`src/rtl/pulse_handshake_tx.sv`:
```
// Two-phase event sender: queues input pulses and launches them one per acknowledged req_toggle transition.
// Empty-queue pulse launches at the sampling edge; further pulses wait behind the counter and drop (overflow) once it is full.
module pulse_handshake_tx #(
  parameter int CNT_WIDTH   = 4,
  parameter int SYNC_STAGES = 2
) (
  input  logic                 clk,
  input  logic                 rst_n,
  input  logic                 in_pulse,
  input  logic                 ack_toggle,
  output logic                 req_toggle,
  output logic                 busy,
  output logic [CNT_WIDTH-1:0] pending_cnt,
  output logic                 overflow
);

  typedef enum logic {
    IDLE,
    WAIT_ACK
  } state_t;

  localparam logic [CNT_WIDTH-1:0] CNT_MAX  = '1;
  localparam logic [CNT_WIDTH-1:0] CNT_ZERO = '0;
  localparam logic [CNT_WIDTH-1:0] CNT_ONE  = CNT_WIDTH'(1);

  state_t                 state;
  logic [SYNC_STAGES-1:0] ack_sync_q;
  logic                   ack_last;
  logic                   ack_sync;
  logic                   ack_seen;
  logic                   have_work;
  logic                   launch;

  always_ff @(posedge clk or negedge rst_n) begin
    if (!rst_n) begin
      ack_sync_q <= '0;
    end else begin
      ack_sync_q <= {ack_sync_q[SYNC_STAGES-2:0], ack_toggle};
    end
  end

  assign ack_sync  = ack_sync_q[SYNC_STAGES-1];
  assign ack_seen  = ack_sync ^ ack_last;
  assign have_work = (pending_cnt != CNT_ZERO) || in_pulse;
  // An ack arriving while IDLE is a protocol violation and simply never gates a launch.
  assign launch    = (state == IDLE) ? have_work : (ack_seen && have_work);
  assign busy      = (state == WAIT_ACK) || (pending_cnt != CNT_ZERO);

  always_ff @(posedge clk or negedge rst_n) begin
    if (!rst_n) begin
      state       <= IDLE;
      ack_last    <= 1'b0;
      req_toggle  <= 1'b0;
      pending_cnt <= CNT_ZERO;
      overflow    <= 1'b0;
    end else begin
      ack_last <= ack_sync;
      overflow <= 1'b0;

      if (launch) begin
        req_toggle <= ~req_toggle;
        state      <= WAIT_ACK;
      end else if ((state == WAIT_ACK) && ack_seen) begin
        state <= IDLE;
      end

      // Launch drains the queue first; with an empty queue it bypasses the same-cycle pulse.
      if (launch) begin
        if ((pending_cnt != CNT_ZERO) && !in_pulse) begin
          pending_cnt <= pending_cnt - CNT_ONE;
        end
      end else if (in_pulse) begin
        if (pending_cnt == CNT_MAX) begin
          overflow <= 1'b1;
        end else begin
          pending_cnt <= pending_cnt + CNT_ONE;
        end
      end
    end
  end

endmodule
```
`config.mk`:
```
export PLATFORM = sky130hd
export DESIGN_NAME = pulse_handshake_tx
export DESIGN_NICKNAME = d
export VERILOG_FILES = /design/src/rtl/pulse_handshake_tx.sv
export SDC_FILE = /design/constraint.sdc
export NUM_CORES = 1
export LEC_CHECK = 0
export ABC_AREA = 0
export BUFFER_PORTS_ARGS = -buffer_cell sky130_fd_sc_hd__clkbuf_2
export CAP_MARGIN = 40
export CORE_AREA = 5 5 42 44
export DETAILED_ROUTE_END_ITERATION = 16
export DIE_AREA = 0 0 47 49
export MAX_ROUTING_LAYER = met4
export PLACE_DENSITY_LB_ADDON = 0.1
export SETUP_SLACK_MARGIN = 0.2
export SLEW_MARGIN = 20
export SYNTH_ARGS = -nofsm -noshare
export SYNTH_HDL_FRONTEND = slang
export SYNTH_SLANG_ARGS = --single-unit
```
`constraint.sdc`:
```
create_clock -name clk -period 2.46 [get_ports clk]
set_clock_uncertainty 0.2 [all_clocks]
set_input_delay 0.492 -clock clk [delete_from_list [all_inputs] [get_ports clk]]
set_output_delay 0.492 -clock clk [all_outputs]
set_load 0.005 [all_outputs]
```
==> impl_summary.txt, run 1 <==
----------------------------------------------------
[Status]
  Result of the run ... complete, no violations

[Worst setup path]
  Worst-path cell with the longest stage delay ... dfrtp_2
  Worst-path fanout max ... 4
  Cell family with most CP delay ... simple AND/OR/NAND/NOR gates
  Cell chain of the critical path ... nor4_4, a22oi_2, ha_4, buf_4, or3_1, a31o_1
  Arrival time at the worst endpoint ... ~2.2 ns
  Critical path's largest stage delay ... 0.42 ns
  Worst setup path category ... reg2reg
  Buffers and inverters on the worst path ... 1
  Kind of start point of the critical path ... flip-flop
  Critical path capture point type ... flip-flop
  Critical Path RT ... around 2.4 ns

[Yosys]
  Most used flip-flop cell after synthesis ... dfrtp_1
  Cell type with the largest total area after synthesis ... dfrtp_1
  Area fraction of the dominant cell type after synthesis ... 0.467
  Cell types with the largest area share after synthesis ... dfrtp_1 47%, mux2_4 5.6%, xor2_1 4.9%
  Post-synthesis register bit count ... 10
  Post-Synthesis Net Count ... 51
  Share of synthesized registers carrying an async set or reset ... 1.00
  Library cell with the highest instance count after synthesis ... dfrtp_1
  Post-synth top cells ... 10 x dfrtp_1, 3 x inv_1, 3 x xor2_1
  Synth warnings ... 0
  Sequential area share after synthesis ... 0.467
  Count of distinct cell types in the synthesized netlist ... 27
  Post-synthesis cell count ... 45
  Post-synthesis cell area ... 536 sq um
  Syn_area_per_cell ... 11.9 sq um
  Number of enable-type register cells in the synthesized netlist ... 0

[Clock tree]
  CTS tree ... yes
  Num CTS Buffers ... 3
  H-Tree Depth ... 1
  Largest buffer count on any clock path ... 2
  Clock transition at the register clock pins on the worst setup and hold paths after CTS ... roughly 0.08 ns
  Number of sinks handled by clock tree synthesis ... 10
  Clock network latency to the later pin of the worst-skew pair ... about 0.27 ns
  Clock tree root buffer cell ... clkbuf_4

[Global routing]
  Overall global routing resource usage ... 0.107
  Overflow left after global routing ... 0
  Wire length of the first global-routing pass ... roughly 1700 um
  Initial antenna violation count ... 0
  Pin count of the biggest net entering global routing ... 11
  Vias in the first global route ... 369

[Route]
  Iteration count of the initial detailed-routing pass ... 4
  DRC violation count after routing ... 0
  Starting DRT DRC Count ... 3
  Via count of the routed design ... just over 400
  Routed length per placed instance ... ~14 um
  Count of antenna-violating nets left after detailed routing ... 0
  Final Routed Wirelength ... roughly 1200 um
  Average vias per placed instance ... around 5.0

[Final layout]
  Area growth from synthesis to layout ... 40.9%
  Diodes inserted ... 0
  Fraction of final layout cells with drive strength greater than 1 ... 0.507
  Post-layout util ... 0.538
  Filler Cell Count ... between 100 and 150
  Total Nets Final ... between 70 and 80

[Placed design]
  Port bufs ... 10
  Detail Placement HPWL ... just under 800 um
  RePlAce Congestion ... between 0.7 and 0.8

[Floorplan]
  Die ar. ... roughly 2300 sq um
  Die span in y ... 49 um
  Site row count ... 14
  Initial cell density of the core ... 0.382
  IO Count ... 11
  Chip width ... 47 um
  Placeable core region ... between 1000 and 1500 sq um

[STA]
  TNS Setup ... 0 ns
  Peak Freq ... around 460 MHz
  Setup repair after global routing missed its margin ... no
  Setup-violating endpoint count in the final report ... 0
  Worst Tran Pin Value ... ~0.44 ns
  Final critical-path share of the clock period ... 0.892
  Period minus WS final ... around 2.2 ns
  Final count of hold timing violations ... 0
  Worst slew margin relative to its limit ... 0.702
  Total count of max-transition violations in the final report ... 0

[Hold path]
  Min-delay worst type ... in2reg

[Power and ir drop]
  P_leak ... 0.332 nW
  Worst IR Drop VDD ... ~0.00053 V
  Power density cells ... roughly 1200 nW/um^2

[Job]
  Max-cap violations ... 0

----------------------------------------------------
final timing paths:
path | from | endpoint | slack, ns | cells past startpoint
worst max-delay path | pending_cnt[2] | pending_cnt[2] | 0.27 | 6
worst min-delay path | ack_toggle | ack_sync_q[0] | 0.13 | 1
worst max register to register | pending_cnt[2] | pending_cnt[2] | 0.27 | 6
worst min register to register | ack_sync_q[0] | ack_sync_q[1] | 0.15 | 0
max in group asynchronous | rst_n | pending_cnt[0] | 1.42 | 2
min in group asynchronous | rst_n | state | 0.41 | 2
metal layers:
metal	vias to the layer above	wire [um]	share of wire	GRT usage
met1	188	566	0.48	0.152
met2	12	528	0.44	0.131
met3	2	84	0.071	0.0590
met5	-	0	0	-
li1	213	-	-	-
met4	0	8	0.0067	0.0276
timing repair:
item,in CTS,in global routing
pin swaps,1,3
resized for setup,0,7
setup endpoints to repair,1,2
endpoints found under the hold margin,10,0
hold buffers,1,0
setup buffers,0,5
area by class of cell:
type                       instances  area, sq um  share of cell area
clock buffer                       4         36.3              0.0481
inverter                           3         11.3              0.0149
timing repair buffer              18          113               0.149
multi-input combinational         32          322               0.426
tap                               16         20.0              0.0265
sequential                        10          253               0.335
metrics by stage:
stage	power [W]	hold slack (ns)	cell area (sq um)	cells	setup slack, ns
finish	0.000932	0.130	754	83	0.265
global route	0.00101	0.117	754	83	0.195
CTS	0.000814	0.126	668	78	0.215
detailed placement	0.000656	0.135	622	73	0.210
global placement	0.000658	0.133	622	73	0.221
floorplan	0.000534	-0.00359	537	45	0.302
power by group:
part / internal [W] / switching (W) / leakage (nW)
sequential: 0.000217 / 0.0000612 / 0.115
combinational: 0.000276 / 0.000225 / 0.196
clock: 0.0000899 / 0.0000636 / 0.0210
total: 0.000583 / 0.000350 / 0.332
state kept, by name, summed over array words and instances (netlist names):
name         count
overflow         1
ack_last         1
ack_sync_q       2
req_toggle       1
pending_cnt      4
state            1
cells by family (layout without fill, tap and decap cells):
logic type	count (synthesis)	in the layout	synth area share
and+or+nand+nor	16	16	0.236
DFF	10	10	0.467
AOI/OAI and AO/OA	8	8	0.107
xor gates and xnor gates	4	4	0.0654
buffers and inverters	3	25	0.0210
adders and majority gates	2	2	0.0467
muxes	2	2	0.0561
cell usage in the layout, fill, tap and decap left out, types with 2 or more instances in the layout:
cell,instances
buf_4,7
clkbuf_2,10
clkbuf_4,3
dfrtp_1,8
dfrtp_2,2
inv_1,3
mux2_4,2
nand2_1,2
nor3_1,2
nor4_4,2
o21ai_0,2
xor2_1,3
(Power assumes the default switching activity.)
==> run 2, diff against run 1 <==
MAX_ROUTING_LAYER = unset   (was met4)
==> impl_summary.txt, run 2 (same netlist as run 1, synthesis figures left out) <==
----------------------------------------------------
[Route]
  Routed length per placed instance ... 14.3 um
  Iteration count of the initial detailed-routing pass ... 4
  Average vias per placed instance ... ~5
  Metal2 WL ... roughly 530 um
  Final Routed Wirelength ... ~1200 um
  Met3 Routed Length ... about 84 um
  Highest layer used for signal routing ... met4
  Count of antenna-violating nets left after detailed routing ... 0
  DRC violation count after routing ... 0
  Via count of the routed design ... 414
  Starting DRT DRC Count ... 3
  Total routed wire length on the met1 layer ... 563 um

[Floorplan]
  Die ar. ... ~2300 sq um
  Placeable core region ... approximately 1400 sq um
  Die span in y ... just under 50 um
  Site row count ... 14
  Initial cell density of the core ... 0.382
  IO Count ... 11
  Chip width ... between 40 and 50 um

[Global routing]
  Pin count of the biggest net entering global routing ... 11
  Overflow left after global routing ... 0
  Initial antenna violation count ... 0
  Vias in the first global route ... 370
  Wire length of the first global-routing pass ... about 1700 um
  Overall global routing resource usage ... 0.105

[Worst setup path]
  Minimum setup slack among reg-to-reg paths ... between 0.2 and 0.3 ns
  Worst setup path startpoint ... pending_cnt[2]
  Worst setup endpoint ... pending_cnt[2]
  Worst reg2reg endpoint ... pending_cnt[2]
  Arrival time at the worst endpoint ... about 2.2 ns
  Kind of start point of the critical path ... flip-flop
  Launch instance of the worst register-to-register path ... pending_cnt[2]
  Critical Path RT ... between 2 and 2.5 ns
  Number of cells on the worst reg-to-reg path ... 6
  Worst-path fanout max ... 4
  Critical path capture point type ... flip-flop
  Worst setup path category ... reg2reg

[Final layout]
  Leading registers by flop count ... pending_cnt: 4 flops, ack_sync_q: 2 flops
  Max reg flops ... 4
  Fraction of final layout cells with drive strength greater than 1 ... 0.507
  Leading cell types in the layout, fill and taps excluded ... 10 x clkbuf_2, 8 x dfrtp_1, 7 x buf_4
  Most flop-heavy register ... pending_cnt
  Total Nets Final ... 74
  Area of all placed cells without fillers ... roughly 750 sq um
  Diodes inserted ... 0
  Area growth from synthesis to layout ... 40.9%
  Leading cell type in the layout, fill and taps excluded ... clkbuf_2

[Clock tree]
  Number of sinks handled by clock tree synthesis ... 10
  Clock network latency to the later pin of the worst-skew pair ... 0.27 ns
  Clock tree root buffer cell ... clkbuf_4
  CTS tree ... yes
  Largest buffer count on any clock path ... 2
  H-Tree Depth ... 1
  Clock transition at the register clock pins on the worst setup and hold paths after CTS ... approximately 0.070 ns
  Num CTS Buffers ... 3

[Hold path]
  Min-delay worst type ... in2reg
  Min-Delay Startpoint ... ack_toggle

[Placed design]
  Detail Placement HPWL ... 793 um
  Post-placement setup slack ... ~0.21 ns
  RePlAce Congestion ... 0.764
  Port bufs ... 10
  Area after detailed placement ... roughly 620 sq um

[STA]
  Setup repair after global routing missed its margin ... no
  Period minus WS final ... 2.20 ns
  Worst slew margin relative to its limit ... 0.704
  TNS Setup ... 0 ns
  Worst hold slack after final layout ... about 0.13 ns
  Setup slack after layout ... around 0.26 ns
  Final count of hold timing violations ... 0
  Final critical-path share of the clock period ... 0.894
  Peak Freq ... between 400 and 500 MHz
  Worst Tran Pin Value ... between 0.4 and 0.5 ns
  Setup-violating endpoint count in the final report ... 0
  Total count of max-transition violations in the final report ... 0

[Power and ir drop]
  P_leak ... approximately 0.33 nW
  Power density cells ... around 1200 nW/um^2
  Worst IR Drop VDD ... about 0.00053 V

[Status]
  Result of the run ... complete, no violations

[Job]
  Max-cap violations ... 0

----------------------------------------------------
## run 2: cell counts in the layout (fill, tap and decap cells not counted)
No cell type changed its count.
## run 2: through the flow
step,total power (W),util,instances
6_report,0.000933,0.538,83
3_3_place_gp,0.000658,0.444,73
5_1_grt,0.00101,0.538,83
2_1_floorplan,0.000534,-,45
4_1_cts,0.000814,0.477,78
3_5_place_dp,0.000656,0.444,73
## run 2: metal layers
layer	GRT usage	vias up
met3	0.0590	2
met2	0.131	12
met1	0.152	186
li1	-	214
met4	0.0276	0
met5	0	-
## run 2: worst max-delay path, stage by stage, from the launching register on
cell     delay (ns)
dfrtp_2        0.42
nor4_4         0.35
a22oi_2        0.16
ha_4           0.25
buf_4          0.13
or3_1          0.36
a31o_1         0.22
## run 2: repair_timing
item,4_1_cts,5_1_grt
resized for setup,0,7
buffers inserted,0,5
pin swaps,1,3
hold buffers,1,0
hold endpoints to repair,10,0
endpoints found under the setup margin,1,2
## run 2: layout make-up
type                       count  area [sq um]
tap                           16          20.0
timing repair buffer          18           113
multi-input combinational     32           322
inverter                       3          11.3
fill                         137           647
clock buffer                   4          36.3
sequential                    10           253
## run 2: power breakdown
group / leakage (nW) / switching (W) / internal [W]
sequential: 0.115 / 0.0000610 / 0.000217
combinational: 0.196 / 0.000226 / 0.000276
clock: 0.0210 / 0.0000632 / 0.0000899
total: 0.332 / 0.000350 / 0.000583
## run 2: worst min path at each step
stage                     to  slack (ns)  depth (start not counted)
4_1_cts        ack_sync_q[0]        0.13                          1
3_5_place_dp   ack_sync_q[1]        0.13                          0
5_1_grt        ack_sync_q[0]        0.12                          1
3_3_place_gp   ack_sync_q[1]        0.13                          0
2_1_floorplan       ack_last      -0.004                          0
6_report       ack_sync_q[0]        0.13                          1
